### src/rtl/client_tile_link_pkg.sv
// -----------------------------------------------------------------------------
// client_tile_link_pkg
// Shared types and helpers for the client TileLink arbiter. The packed structs
// below fix the bit layout of every message on the inner and outer ports.
// Optional feature macro used by the arbiter: CLIENT_TL_ARB_ROUND_ROBIN_EN.
// -----------------------------------------------------------------------------
package client_tile_link_pkg;

    localparam int NCLIENTS = 2;
    localparam int BEATS    = 8;
    localparam int BEAT_W   = 3;

    localparam logic [2:0] A_TYPE_PUT_BLOCK = 3'b011;
    localparam logic [2:0] REL_DATA_MAX     = 3'd3;

    typedef struct packed {
        logic [25:0] addr_block;
        logic [1:0]  client_xact_id;
        logic [2:0]  addr_beat;
        logic        is_builtin_type;
        logic [2:0]  a_type;
        logic [11:0] union_bits;
        logic [63:0] data;
    } acquire_t;

    typedef struct packed {
        logic [2:0]  addr_beat;
        logic [25:0] addr_block;
        logic [1:0]  client_xact_id;
        logic        voluntary;
        logic [2:0]  r_type;
        logic [63:0] data;
    } release_t;

    typedef struct packed {
        logic [2:0]  addr_beat;
        logic [1:0]  client_xact_id;
        logic        manager_xact_id;
        logic        is_builtin_type;
        logic [3:0]  g_type;
        logic [63:0] data;
        logic        manager_id;
    } grant_t;

    typedef struct packed {
        logic [25:0] addr_block;
        logic [1:0]  p_type;
    } probe_t;

    typedef struct packed {
        logic manager_xact_id;
        logic manager_id;
    } finish_t;

    localparam int ACQ_W = $bits(acquire_t);
    localparam int REL_W = $bits(release_t);
    localparam int GNT_W = $bits(grant_t);
    localparam int PRB_W = $bits(probe_t);
    localparam int FIN_W = $bits(finish_t);

    // A built-in PutBlock carries a full block of data beats
    function automatic logic acq_has_multibeat_data(input acquire_t a);
        return a.is_builtin_type & (a.a_type == A_TYPE_PUT_BLOCK);
    endfunction

    // Release types below REL_DATA_MAX carry a full block of data beats
    function automatic logic rel_has_data(input release_t r);
        return (r.r_type < REL_DATA_MAX);
    endfunction

endpackage

### src/rtl/tl_locking_arbiter.sv
// -----------------------------------------------------------------------------
// tl_locking_arbiter
// Two-way combinational arbiter with burst locking. Once the first beat of a
// multi-beat message fires, the winner owns the channel until BEATS beats have
// fired. Unlocked selection is fixed priority (client 0) by default, or
// alternates with CLIENT_TL_ARB_ROUND_ROBIN_EN defined.
// Ports:
//   clk, reset    : clock, synchronous active-high reset
//   i_valid[1:0]  : per-client request
//   i_multibeat   : per-client "this message is a multi-beat burst"
//   i_out_ready   : outer channel ready
//   o_sel         : index of the selected client (drives the data mux)
//   o_out_valid   : outer channel valid
//   o_in_ready    : per-client ready, only for the selected valid client
// -----------------------------------------------------------------------------
module tl_locking_arbiter
    import client_tile_link_pkg::*;
(
    input  logic       clk,
    input  logic       reset,
    input  logic [1:0] i_valid,
    input  logic [1:0] i_multibeat,
    input  logic       i_out_ready,
    output logic       o_sel,
    output logic       o_out_valid,
    output logic [1:0] o_in_ready
);

    logic              r_lock;
    logic              r_owner;
    logic [BEAT_W-1:0] r_beat;
    logic              w_pref;
    logic              w_sel;
    logic              w_fire;

`ifdef CLIENT_TL_ARB_ROUND_ROBIN_EN
    // r_pref holds the client favoured next, i.e. the one that did not win last
    logic r_pref;

    // Preference flips away from each client that wins an unlocked first beat
    always_ff @(posedge clk) begin
        if (reset) begin
            r_pref <= 1'b0;
        end else if (w_fire && !r_lock) begin
            r_pref <= ~w_sel;
        end
    end

    assign w_pref = r_pref;
`else
    assign w_pref = 1'b0;
`endif

    // Select the lock owner, else the preferred valid client, else the other one
    always_comb begin
        w_sel = 1'b0;
        if (r_lock) begin
            w_sel = r_owner;
        end else if (i_valid[w_pref]) begin
            w_sel = w_pref;
        end else if (i_valid[~w_pref]) begin
            w_sel = ~w_pref;
        end else begin
            w_sel = 1'b0;
        end
    end

    assign o_sel       = w_sel;
    assign o_out_valid = i_valid[w_sel];
    assign w_fire      = o_out_valid & i_out_ready;
    assign o_in_ready  = {w_sel & w_fire, ~w_sel & w_fire};

    // Burst lock and beat counter; the lock drops as the last beat fires
    always_ff @(posedge clk) begin
        if (reset) begin
            r_lock  <= 1'b0;
            r_owner <= 1'b0;
            r_beat  <= '0;
        end else if (w_fire) begin
            if (r_lock) begin
                r_beat <= r_beat + 3'd1;
                if (r_beat == 3'(BEATS - 1)) begin
                    r_lock <= 1'b0;
                end
            end else if (i_multibeat[w_sel]) begin
                r_lock  <= 1'b1;
                r_owner <= w_sel;
                r_beat  <= 3'd1;
            end
        end
    end

endmodule

### src/rtl/client_tile_link_arbiter.sv
// -----------------------------------------------------------------------------
// client_tile_link_arbiter
// Shares one outer TileLink client port between two inner clients (e.g. I$
// and D$ refill paths). All channels are zero-latency and unbuffered.
//   acquire : locking arbiter, outer id = {client index, inner id[0]}
//   release : locking arbiter, same id tagging, independent lock
//   grant   : routed to the client named by outer client_xact_id[1]; that bit
//             is cleared on the way in
//   finish  : fixed priority to client 0, single beat
//   probe   : pass-through to client 0
// Ports: clk, reset (sync, active high); io_in_* inner per-client channels;
//   io_in0_probe_* client 0 probe; io_out_* outer channels.
// Optional feature macro: CLIENT_TL_ARB_ROUND_ROBIN_EN (alternating unlocked
// selection on acquire and release instead of client 0 priority).
// -----------------------------------------------------------------------------
module client_tile_link_arbiter
    import client_tile_link_pkg::*;
(
    input  logic                            clk,
    input  logic                            reset,
    input  logic [NCLIENTS-1:0]             io_in_acquire_valid,
    output logic [NCLIENTS-1:0]             io_in_acquire_ready,
    input  logic [NCLIENTS-1:0][ACQ_W-1:0]  io_in_acquire_bits,
    input  logic [NCLIENTS-1:0]             io_in_release_valid,
    output logic [NCLIENTS-1:0]             io_in_release_ready,
    input  logic [NCLIENTS-1:0][REL_W-1:0]  io_in_release_bits,
    output logic [NCLIENTS-1:0]             io_in_grant_valid,
    input  logic [NCLIENTS-1:0]             io_in_grant_ready,
    output logic [GNT_W-1:0]                io_in_grant_bits,
    input  logic [NCLIENTS-1:0]             io_in_finish_valid,
    output logic [NCLIENTS-1:0]             io_in_finish_ready,
    input  logic [NCLIENTS-1:0][FIN_W-1:0]  io_in_finish_bits,
    output logic                            io_in0_probe_valid,
    input  logic                            io_in0_probe_ready,
    output logic [PRB_W-1:0]                io_in0_probe_bits,
    output logic                            io_out_acquire_valid,
    input  logic                            io_out_acquire_ready,
    output logic [ACQ_W-1:0]                io_out_acquire_bits,
    output logic                            io_out_release_valid,
    input  logic                            io_out_release_ready,
    output logic [REL_W-1:0]                io_out_release_bits,
    input  logic                            io_out_grant_valid,
    output logic                            io_out_grant_ready,
    input  logic [GNT_W-1:0]                io_out_grant_bits,
    output logic                            io_out_finish_valid,
    input  logic                            io_out_finish_ready,
    output logic [FIN_W-1:0]                io_out_finish_bits,
    input  logic                            io_out_probe_valid,
    output logic                            io_out_probe_ready,
    input  logic [PRB_W-1:0]                io_out_probe_bits
);

    acquire_t [NCLIENTS-1:0] w_acq_in;
    release_t [NCLIENTS-1:0] w_rel_in;
    acquire_t                w_acq_out;
    release_t                w_rel_out;
    logic [NCLIENTS-1:0]     w_acq_mb;
    logic [NCLIENTS-1:0]     w_rel_mb;
    logic                    w_acq_sel;
    logic                    w_rel_sel;
    grant_t                  w_gnt_out;
    grant_t                  w_gnt_in;
    logic                    w_gnt_tag;
    logic                    w_fin_sel;

    assign w_acq_in = io_in_acquire_bits;
    assign w_rel_in = io_in_release_bits;

    // Classify each client's current message as single- or multi-beat
    always_comb begin
        w_acq_mb = '0;
        w_rel_mb = '0;
        for (int k = 0; k < NCLIENTS; k++) begin
            w_acq_mb[k] = acq_has_multibeat_data(w_acq_in[k]);
            w_rel_mb[k] = rel_has_data(w_rel_in[k]);
        end
    end

    tl_locking_arbiter u_acq_arb (
        .clk         (clk),
        .reset       (reset),
        .i_valid     (io_in_acquire_valid),
        .i_multibeat (w_acq_mb),
        .i_out_ready (io_out_acquire_ready),
        .o_sel       (w_acq_sel),
        .o_out_valid (io_out_acquire_valid),
        .o_in_ready  (io_in_acquire_ready)
    );

    tl_locking_arbiter u_rel_arb (
        .clk         (clk),
        .reset       (reset),
        .i_valid     (io_in_release_valid),
        .i_multibeat (w_rel_mb),
        .i_out_ready (io_out_release_ready),
        .o_sel       (w_rel_sel),
        .o_out_valid (io_out_release_valid),
        .o_in_ready  (io_in_release_ready)
    );

    // Outer acquire: selected bits with the client index in the id MSB
    always_comb begin
        w_acq_out                = w_acq_in[w_acq_sel];
        w_acq_out.client_xact_id = {w_acq_sel, w_acq_in[w_acq_sel].client_xact_id[0]};
    end

    // Outer release: selected bits with the client index in the id MSB
    always_comb begin
        w_rel_out                = w_rel_in[w_rel_sel];
        w_rel_out.client_xact_id = {w_rel_sel, w_rel_in[w_rel_sel].client_xact_id[0]};
    end

    assign io_out_acquire_bits = w_acq_out;
    assign io_out_release_bits = w_rel_out;

    // Grant: route on the id MSB, which clients never see set
    assign w_gnt_out = io_out_grant_bits;
    assign w_gnt_tag = w_gnt_out.client_xact_id[1];

    // Inner grant bits are the outer bits with the routing tag cleared
    always_comb begin
        w_gnt_in                   = w_gnt_out;
        w_gnt_in.client_xact_id[1] = 1'b0;
    end

    assign io_in_grant_bits   = w_gnt_in;
    assign io_in_grant_valid  = {io_out_grant_valid & w_gnt_tag, io_out_grant_valid & ~w_gnt_tag};
    assign io_out_grant_ready = io_in_grant_ready[w_gnt_tag];

    // Finish: client 0 always wins, client 1 only when client 0 is idle
    assign w_fin_sel           = ~io_in_finish_valid[0];
    assign io_out_finish_valid = |io_in_finish_valid;
    assign io_out_finish_bits  = io_in_finish_bits[w_fin_sel];
    assign io_in_finish_ready  = {io_in_finish_valid[1] & ~io_in_finish_valid[0] & io_out_finish_ready,
                                  io_in_finish_valid[0] & io_out_finish_ready};

    // Probe goes to client 0 only
    assign io_in0_probe_valid = io_out_probe_valid;
    assign io_in0_probe_bits  = io_out_probe_bits;
    assign io_out_probe_ready = io_in0_probe_ready;

endmodule

### config.mk
export PLATFORM = sky130hd
export DESIGN_NAME = client_tile_link_arbiter
export DESIGN_NICKNAME = d
export VERILOG_FILES = /design/src/rtl/client_tile_link_pkg.sv /design/src/rtl/tl_locking_arbiter.sv /design/src/rtl/client_tile_link_arbiter.sv
export SDC_FILE = /design/constraint.sdc
export NUM_CORES = 1
export LEC_CHECK = 0
export BUFFER_PORTS_ARGS = -buffer_cell sky130_fd_sc_hd__buf_2
export CAP_MARGIN = 25
export CELL_PAD_IN_SITES_DETAIL_PLACEMENT = 0
export CELL_PAD_IN_SITES_GLOBAL_PLACEMENT = 1
export CORE_AREA = 3 3 337 339
export CTS_CLUSTER_SIZE = 10
export DETAILED_ROUTE_END_ITERATION = 12
export DIE_AREA = 0 0 340 342
export GPL_TIMING_DRIVEN = 1
export PLACE_DENSITY = 0.3
export SYNTH_ARGS = -nofsm -noshare
export SYNTH_HDL_FRONTEND = slang
export SYNTH_SLANG_ARGS = --single-unit
### constraint.sdc
create_clock -name clk -period 1.8 [get_ports clk]
set_clock_uncertainty 0.15 [all_clocks]
set_input_delay 0.27 -clock clk [delete_from_list [all_inputs] [get_ports clk]]
set_output_delay 0.27 -clock clk [all_outputs]
set_load 0.005 [all_outputs]
==> flow_summary.json, run 1 <==
{
  "cts.path.max_buffers": 2,
  "synthTopCellsByArea": "mux2_2 (59%), buf_4 (22%), dfxtp_1 (4.9%), buf_2 (1.8%), mux2i_1 (1.5%)",
  "yosys_warnings": 0,
  "grt_pass1_wl_um": 70000,
  "postCtsHoldBufs": 0,
  "fin_util_pct": 9.70,
  "fp.dieH_um": 342,
  "tightest_slew_ns": 0.554,
  "cts_buffers": 3,
  "synth_nets": 986,
  "grt_max_degree": 30,
  "cp_top_family": "buffers and inverters",
  "finalMaxSlewViolations": 0,
  "ant_nets": 0,
  "synth-async-reset-ratio_pct": 0,
  "r2r-start": "u_rel_arb.r_lock$_SDFFE_PP0P_",
  "wl_um": 56400,
  "gp_congestion": 0.842,
  "reg2regPathDepth": 11,
  "worst_slack_ns": -0.501,
  "antenna_found_initial": 10,
  "endpoint_kind": "primary output",
  "netlist_area_um2": 4080,
  "synth_edf_count": 0,
  "path_common_cell": "buf_6",
  "fp.dieArea_um2": 116000,
  "viasPerCell": 2.42,
  "rsz0062_at_grt": "true",
  "initialDrtViolationCount": 145,
  "clockRootBuffer": "clkbuf_16",
  "finalHoldViolations": 0,
  "met3_usage_pct": 2.58,
  "cpPeakStageDelay_ns": 0.39,
  "post-synth-top-area-cell": "mux2_2",
  "power_density_nw_per_um2": 341,
  "ios": 874,
  "grt_use_met1_pct": 10.9,
  "wire_per_inst_um": 22.1,
  "worstSetupStartpointType": "flip-flop",
  "use_met2_pct": 16.4,
  "crit_required_ns": 1.38,
  "dr.pass1.iters": 4,
  "postPlaceCellArea_um2": 8770,
  "dieWidth_um": 340,
  "syn_area_per_cell_um2": 9.31,
  "drc_errors": 0,
  "grt_use_total_pct": 9.10,
  "finish.net_count": 1610,
  "fmax_mhz": 435,
  "ys_ff_latch": 10,
  "grt_overflow_total": 0,
  "htreeDepth": 1,
  "cts_tree": "built",
  "hpwl_um": 51700,
  "fin_crit_ns": 2.30,
  "critPathBufInv": 6,
  "synthDistinctLibCells": 36,
  "hold_depth": 3,
  "period_share_pct": 128,
  "reg2reg_to": "u_rel_arb.r_beat[1]$_SDFFE_PP0P_",
  "yosysSeqAreaShare_pct": 4.91,
  "peakVddDrop_mv": 0.203,
  "slowest_stage": "mux2_2",
  "grt-busiest-layer": "met2",
  "fp.coreArea_um2": 111000,
  "cts.sinks": 10,
  "via_count": 6183,
  "syn_inst": 438,
  "place.port_buffers": 658,
  "whs_ns": 0.290,
  "grt_pass1_vias": 6824,
  "hold_class": "primary input to flip-flop",
  "cp.arrival_ns": 1.88,
  "initial_core_util_pct": 3.68,
  "drive_above_1_share_pct": 92.4,
  "final_area_um2": 10700,
  "setup_viol": 225,
  "status": "complete, but fails checks",
  "clock_latency_ns": 0.25,
  "syn2layout_area_growth_pct": 163,
  "drv.max_cap_violation_count": 0,
  "path_cells": "buf_6 -> a21oi_4 -> buf_12 -> buf_6 -> buf_16 -> buf_8 -> mux2_2 -> buf_2",
  "synth_ff_type": "dfxtp_1",
  "min_to": "u_rel_arb.r_lock$_SDFFE_PP0P_",
  "netlist.area_leader.share_pct": 58.6,
  "clk_pin_slew_ns": 0.05,
  "ff2ff_setup_slack_ns": -0.37,
  "crit_fanout": 5,
  "criticalPathCategory": "flip-flop to primary output",
  "hold_path.startpoint": "reset",
  "fp-row-count": 122,
  "violations": "negative setup slack",
  "leakagePower_nw": 5.22,
  "relSlewSlack_pct": 62.6
}
-- power breakdown --
part	switching, mW	internal (mW)	total, mW
sequential	0.00897	0.229	0.238
clock	0.142	0.292	0.434
combinational	1.31	1.67	2.99
total	1.46	2.19	3.66
-- tightest hold or removal path, delay by kind of cell --
kind	cells	cell delay [ns]
AO/OA/AOI/OAI	2	0.20
buffers and inverters	1	0.17
-- sequential cells by signal, summed over array words and instances (netlist names) --
signal             count
u_acq_arb.r_beat       3
u_acq_arb.r_lock       1
u_acq_arb.r_owner      1
u_rel_arb.r_beat       3
u_rel_arb.r_lock       1
u_rel_arb.r_owner      1
-- synth_stat cells, types with 2 or more instances --
library cell	count
nand4b_1	2
dfxtp_1	10
mux2_2	212
a21oi_1	8
nor2_1	8
buf_2	15
clkbuf_1	3
nand2_1	6
nor2b_1	2
buf_4	117
inv_1	9
o21ai_0	4
o41ai_1	3
ha_1	4
nand3_1	5
mux2i_1	6
a41o_1	2
and2_1	3
a32oi_1	2
-- worst max-delay path by stage --
stage / depth (start not counted) / endpoint / startpoint
2_1_floorplan: 5 / io_out_acquire_bits[61] / u_acq_arb.r_lock$_SDFFE_PP0P_
3_3_place_gp: 8 / io_out_release_bits[67] / io_in_release_valid[1]
3_5_place_dp: 8 / io_out_release_bits[15] / io_in_release_valid[1]
4_1_cts: 8 / io_out_release_bits[56] / u_rel_arb.r_lock$_SDFFE_PP0P_
5_1_grt: 9 / io_out_acquire_bits[30] / u_acq_arb.r_lock$_SDFFE_PP0P_
6_report: 8 / io_out_release_bits[33] / u_rel_arb.r_lock$_SDFFE_PP0P_
-- layout by cell type, fill, tap and decap left out, types with 2 or more instances in the layout --
cell type / synthesis / routed
a21oi_1: 8 / 7
a32oi_1: 2 / 2
a41o_1: 2 / 2
and2_1: 3 / 3
buf_12: 0 / 17
buf_16: 0 / 10
buf_2: 15 / 547
buf_4: 117 / 52
buf_6: 0 / 120
buf_8: 0 / 6
clkbuf_16: 0 / 5
dfxtp_1: 10 / 8
diode_2: 0 / 5
ha_1: 4 / 4
inv_1: 9 / 9
mux2_2: 212 / 111
mux2_4: 0 / 101
mux2i_1: 6 / 6
nand2_1: 6 / 6
nand3_1: 5 / 5
nand4b_1: 2 / 2
nor2_1: 8 / 7
o21ai_0: 4 / 4
o41ai_1: 3 / 2
-- cells by family (layout without fill, tap and decap cells) --
logic type,Yosys count,after routing,share of synthesized area (%)
buffers and inverters,144,766,24.5
multiplexers,218,218,60.0
adder cells (fa/ha/maj),4,4,1.23
AND/OR/NAND/NOR,31,31,3.99
AO/OA/AOI/OAI,30,30,5.25
other,1,6,0.0920
flip-flops,10,10,4.91
-- stage by stage --
stage | setup WS [ns] | instances | TNS [ns] | power [mW]
2_1_floorplan | -0.0426 | 438 | -2.48 | 1.17
3_3_place_gp | -0.400 | 2501 | -53.24 | 2.63
3_5_place_dp | -0.403 | 2501 | -52.56 | 2.63
4_1_cts | -0.540 | 2546 | -97.30 | 3.75
5_1_grt | -0.554 | 2549 | -109.51 | 3.90
6_report | -0.501 | 2553 | -89.93 | 3.66
-- final cells by class --
type	count	area, um^2
Fill cell	13000	99900
Timing Repair Buffer	754	5240
Multi-Input combinational cell	284	3310
Tap cell	1488	1860
Sequential cell	10	205
Clock buffer	3	75.1
Inverter	9	33.8
Antenna cell	5	12.5
-- repair_timing --
action,in CTS,in global routing
cloned,11,3
buffers inserted,32,5
pin swaps,2,2
resized for setup,266,43
setup endpoints to repair,220,225
-- routing by layer --
layer	part of all wire (%)	vias up	wire, um
li1	-	2728	-
met1	41	2913	23300
met2	50	492	27900
met3	7.4	46	4170
met4	1.5	4	865
met5	0.053	-	30
(Power assumes the default switching activity.)
==> inputs of run 2 (changes only) <==
PLACE_DENSITY = 0.35   (was 0.3)
==> run 2 against run 1 <==
  * The flow still finishes with violations (negative setup slack)
  * Combinational power rose by 2%
  * Critical path depth down 2
  * Hold slack got worse by 0.054 ns
  * Sequential power about the same
  * Non-clock buffer count is 33 lower
  * Routed wire length grew 2.0%
  * Cell count shrank 1.3%
  * Total power grew 0.73%
  * Critical endpoint is now io_out_release_bits[75]
  * Largest cell class unchanged
  * Largest power group unchanged
  * Highest routed layer unchanged
==> flow_summary.json, run 2 (synthesized netlist as in run 1, its figures left out) <==
{
  "drc_errors": 0,
  "fp.dieArea_um2": 116000,
  "antenna_found_initial": 27,
  "n_fill_cell": 13000,
  "clk_pin_slew_ns": 0.04,
  "fp.coreArea_um2": 111000,
  "cp-startpoint": "u_rel_arb.r_lock$_SDFFE_PP0P_",
  "hold_class": "primary input to flip-flop",
  "hpwl_um": 52800,
  "fmax_mhz": 452,
  "criticalPathCategory": "flip-flop to primary output",
  "drv.max_cap_violation_count": 0,
  "cts_tree": "built",
  "cts.sinks": 10,
  "clock_latency_ns": 0.24,
  "ff2ff_setup_slack_ns": -0.04,
  "layout_commonest_cell": "buf_2",
  "via_count": 6047,
  "place.port_buffers": 658,
  "comb_power_share_pct": 82.8,
  "power_density_nw_per_um2": 340,
  "status": "complete, but fails checks",
  "cp.arrival_ns": 1.79,
  "leakagePower_nw": 5.37,
  "mostFrequentLayoutCells": "buf_2 (510), mux2_4 (164), buf_6 (152), mux2_2 (48), buf_4 (25)",
  "cp-endpoint": "io_out_release_bits[75]",
  "ios": 874,
  "place_ws_ns": -0.590,
  "seqCellArea_um2": 206,
  "crit_fanout": 21,
  "finalMaxSlewViolations": 0,
  "gp_congestion": 0.852,
  "fin_crit_ns": 2.21,
  "postPlaceCellArea_um2": 8720,
  "whs_ns": 0.235,
  "viasPerCell": 2.40,
  "rsz0062_at_grt": "true",
  "grt_overflow_total": 0,
  "cts.path.max_buffers": 2,
  "setup_viol": 215,
  "grt_use_total_pct": 9.31,
  "dieWidth_um": 340,
  "wire_per_inst_um": 22.8,
  "fp-row-count": 122,
  "fp.dieH_um": 342,
  "finalHoldViolations": 0,
  "worstSetupStartpointType": "flip-flop",
  "p_total_mw": 3.69,
  "ant_nets": 0,
  "final_area_um2": 10800,
  "reg_top3": "u_acq_arb.r_beat x3, u_rel_arb.r_beat x3",
  "grt_pass1_vias": 6663,
  "worst_slack_ns": -0.410,
  "drive_above_1_share_pct": 93.0,
  "initial_core_util_pct": 3.68,
  "reg2reg_to": "u_acq_arb.r_lock$_SDFFE_PP0P_",
  "finish.net_count": 1577,
  "swShare_pct": 39.1,
  "endpoint_kind": "primary output",
  "reg2regPathDepth": 6,
  "p_seq_share_pct": 6.4,
  "grt_pass1_wl_um": 71300,
  "wl_um": 57500,
  "period_share_pct": 123,
  "multi_input_area_um2": 3580,
  "grt_max_degree": 23,
  "dr.pass1.iters": 4,
  "p_sw_mw": 1.44,
  "cts_buffers": 3,
  "clockRootBuffer": "clkbuf_16",
  "initialDrtViolationCount": 218,
  "crit_required_ns": 1.38,
  "violations": "negative setup slack",
  "power.internal_mw": 2.24,
  "peakVddDrop_mv": 0.260,
  "pwr-share-clk_pct": 10.7,
  "htreeDepth": 1,
  "fin_util_pct": 9.79,
  "syn2layout_area_growth_pct": 166,
  "r2r-start": "u_acq_arb.r_owner$_SDFFE_PP0P_"
}
==> run 2: cell types whose count changed in the layout (fill, tap and decap cells not counted), sizes merged <==
| cell | change |
|---|---|
| buf | -34 |
| clkbuf | +1 |
| diode | +1 |
==> run 2: per-stage QoR <==
stage,cells,TNS [ns]
6_report,2521,-65.16
5_1_grt,2516,-82.38
4_1_cts,2517,-82.09
3_5_place_dp,2494,-60.33
3_3_place_gp,2494,-62.49
2_1_floorplan,438,-2.48
==> run 2: layer usage <==
metal / global-route usage [%] / routed length [um] / up-vias
met2: 16.9 / 28700 / 503
met3: 3.08 / 5300 / 78
met4: 1.38 / 1150 / 20
met1: 10.7 / 22200 / 2792
li1: - / - / 2654
met5: 0 / 150 / -
==> run 2: repair_timing <==
action | 4_1_cts | 5_1_grt
pin swaps | 2 | 6
hold buffers | 0 | 0
resized for setup | 320 | 128
endpoints found under the hold margin | 0 | 0
setup endpoints to repair | 221 | 224
gates cloned | 5 | 2
setup buffers | 17 | 6
==> run 2: power by group through the flow <==
stage               Sequential, mW  Combinational, mW  Clock, mW
floorplan                    0.238              0.936          0
global placement             0.239               2.40          0
detailed placement           0.239               2.38          0
CTS                          0.237               3.01      0.406
global route                 0.238               3.27      0.419
finish                       0.237               3.05      0.395
==> run 2: layout make-up <==
class	count	area share [%]
sequential	10	1.91
antenna	6	0.139
clock buffer	3	0.693
inverter	9	0.312
tap	1488	17.2
timing repair buffer	721	46.7
multi-input combinational	284	33.0
==> run 2: worst min-delay path by stage <==
| stage | from | end | slack, ns | cells after the start |
|---|---|---|---|---|
| after global routing | reset | u_acq_arb.r_lock$_SDFFE_PP0P_ | 0.26 | 2 |
| after CTS | reset | u_acq_arb.r_lock$_SDFFE_PP0P_ | 0.23 | 2 |
| final | reset | u_acq_arb.r_lock$_SDFFE_PP0P_ | 0.24 | 2 |
| after floorplan | u_acq_arb.r_beat[1]$_SDFFE_PP0P_ | u_acq_arb.r_beat[1]$_SDFFE_PP0P_ | 0.31 | 2 |
| after global placement | u_acq_arb.r_beat[1]$_SDFFE_PP0P_ | u_acq_arb.r_beat[1]$_SDFFE_PP0P_ | 0.33 | 2 |
| after detailed placement | u_acq_arb.r_beat[1]$_SDFFE_PP0P_ | u_acq_arb.r_beat[1]$_SDFFE_PP0P_ | 0.33 | 2 |
==> run 2: worst max-delay path, stage by stage (launching register included) <==
cell	delay [ns]
dfxtp_2	0.33
buf_6	0.12
a21oi_4	0.17
buf_12	0.19
buf_16	0.20
mux2_2	0.37
buf_2	0.17
==> inputs of run 3 (changes only) <==
CORE_AREA = 5 5 339 341   (was 3 3 337 339)
DIE_AREA = 0 0 344 346   (was 0 0 340 342)
==> run 3 against run 2 <==
  * The run still ends with negative setup slack left
  * Worst setup slack lost 0.0049 ns
  * Register-to-register slack got worse by 0.05 ns
  * Total power fell by 2.9%
  * Clock power up 2%
  * Die area up 2.4%
  * Hold slack worse by 0.032 ns
==> flow_summary.json, run 3 (synthesized netlist as in run 1, its figures left out) <==
{
  "status": "complete, but fails checks",
  "violations": "negative setup slack",
  "crit_required_ns": 1.38,
  "reg2regPathDepth": 8,
  "cts_tree": "built",
  "fmax_mhz": 451,
  "drive_above_1_share_pct": 92.9,
  "path_common_cell": "buf_12",
  "fin_tns_setup_ns": -73.99,
  "peakVddDrop_mv": 0.235,
  "initialDrtViolationCount": 154,
  "wire_per_inst_um": 24.4,
  "grt_overflow_total": 0,
  "via_count": 6069,
  "grt_pass1_wl_um": 75200,
  "cts_buffers": 3,
  "htreeDepth": 1,
  "fin_crit_ns": 2.21,
  "dr.pass1.iters": 4,
  "mostFrequentLayoutCells": "buf_2 (540), buf_6 (122), mux2_2 (111), mux2_4 (101), buf_4 (28)",
  "leakagePower_nw": 5.02,
  "endpoint_kind": "primary output",
  "ant_nets": 0,
  "finalHoldViolations": 0,
  "finalMaxSlewViolations": 0,
  "p_total_mw": 3.58,
  "finish.net_count": 1572,
  "worstSetupStartpointType": "flip-flop",
  "dieWidth_um": 344,
  "highest_layer": "met5",
  "grt_max_degree": 30,
  "syn2layout_area_growth_pct": 156,
  "cts.path.max_buffers": 2,
  "cpPeakStageDelay_ns": 0.36,
  "place_ws_ns": -0.518,
  "n_fill_cell": 13100,
  "viasPerCell": 2.40,
  "place.port_buffers": 658,
  "wl_met2_um": 28800,
  "final_area_um2": 10400,
  "ios": 874,
  "dr_wl_met3_um": 7260,
  "fp.coreArea_um2": 112000,
  "fp.dieArea_um2": 119000,
  "cts.sinks": 10,
  "cp.arrival_ns": 1.79,
  "clock_latency_ns": 0.24,
  "reg_top3": "u_acq_arb.r_beat x3, u_rel_arb.r_beat x3",
  "period_share_pct": 123,
  "initial_core_util_pct": 3.65,
  "worst_slack_ns": -0.415,
  "fp-row-count": 123,
  "layout_commonest_cell": "buf_2",
  "grt_use_total_pct": 9.63,
  "hpwl_um": 57800,
  "power_density_nw_per_um2": 343,
  "clk_pin_slew_ns": 0.04,
  "grt_pass1_vias": 6538,
  "hold_class": "primary input to flip-flop",
  "hold_depth": 2,
  "rsz0062_at_grt": "true",
  "relSlewSlack_pct": 66.7,
  "criticalPathCategory": "flip-flop to primary output",
  "clockRootBuffer": "clkbuf_16",
  "drc_errors": 0,
  "whs_ns": 0.203,
  "postPlaceCellArea_um2": 8610,
  "wl_um": 61700,
  "antenna_found_initial": 50,
  "crit_fanout": 10,
  "gp_congestion": 0.825,
  "tightest_slew_ns": 0.499,
  "setup_viol": 215,
  "met1_length_um": 24400,
  "drv.max_cap_violation_count": 0,
  "fp.dieH_um": 346,
  "path_cells": "nor2_4 -> a22oi_2 -> buf_4 -> buf_12 -> buf_12 -> mux2_4 -> buf_6",
  "slowest_stage": "dfxtp_4"
}
## run 3: cell types whose count changed in the layout (fill, tap and decap cells not counted), sizes merged
cell	delta
buf	-4
diode	+1
clkbuf	-2
bufbuf	+1
## run 3: power by group
group          total, mW  leakage (nW)  switching [mW]  internal, mW
Sequential         0.237        0.0829         0.00857         0.229
Combinational       2.94          4.90            1.33          1.61
Clock              0.403        0.0370           0.114         0.289
## run 3: repair_timing
action	4_1_cts	5_1_grt
setup buffers	22	4
hold buffers	0	0
resized for setup	302	49
pin swaps	5	1
gates cloned	9	1
setup endpoints to repair	223	221
## run 3: layout make-up
cell class,instances,area [um^2],area share [%]
Inverter,9,33.8,0.324
Antenna cell,7,17.5,0.168
Multi-Input combinational cell,284,3360,32.2
Sequential cell,10,209,2.00
Clock buffer,3,75.1,0.719
Timing Repair Buffer,716,4870,46.6
Tap cell,1500,1880,18.0
## run 3: worst paths after layout
kind / start / to / slack [ns]
max reg2reg: u_rel_arb.r_lock$_SDFFE_PP0P_ / u_rel_arb.r_beat[2]$_SDFFE_PP0P_ / -0.09
min: reset / u_acq_arb.r_lock$_SDFFE_PP0P_ / 0.20
min reg2reg: u_acq_arb.r_beat[2]$_SDFFE_PP0P_ / u_acq_arb.r_beat[2]$_SDFFE_PP0P_ / 0.34
max: u_acq_arb.r_lock$_SDFFE_PP0P_ / io_out_acquire_bits[10] / -0.41
## run 3: layer usage
metal,GRT usage (%),up-vias
met2,16.8,563
met5,0,-
li1,-,2650
met4,0.872,26
met1,11.5,2722
met3,4.04,108
## run 3: critical path: cells and delay by family (launching register included)
kind                   cells  cell delay [ns]
muxes                      1             0.34
and+or+nand+nor            1             0.03
AOI/OAI and AO/OA          1             0.18
buffers and inverters      4             0.60
DFF                        1             0.36
## run 3: stage by stage
step	utilization [%]	cells
global placement	7.71	2496
detailed placement	7.71	2496
finish	9.35	2529
floorplan	-	438
global route	9.34	2524
CTS	9.27	2528
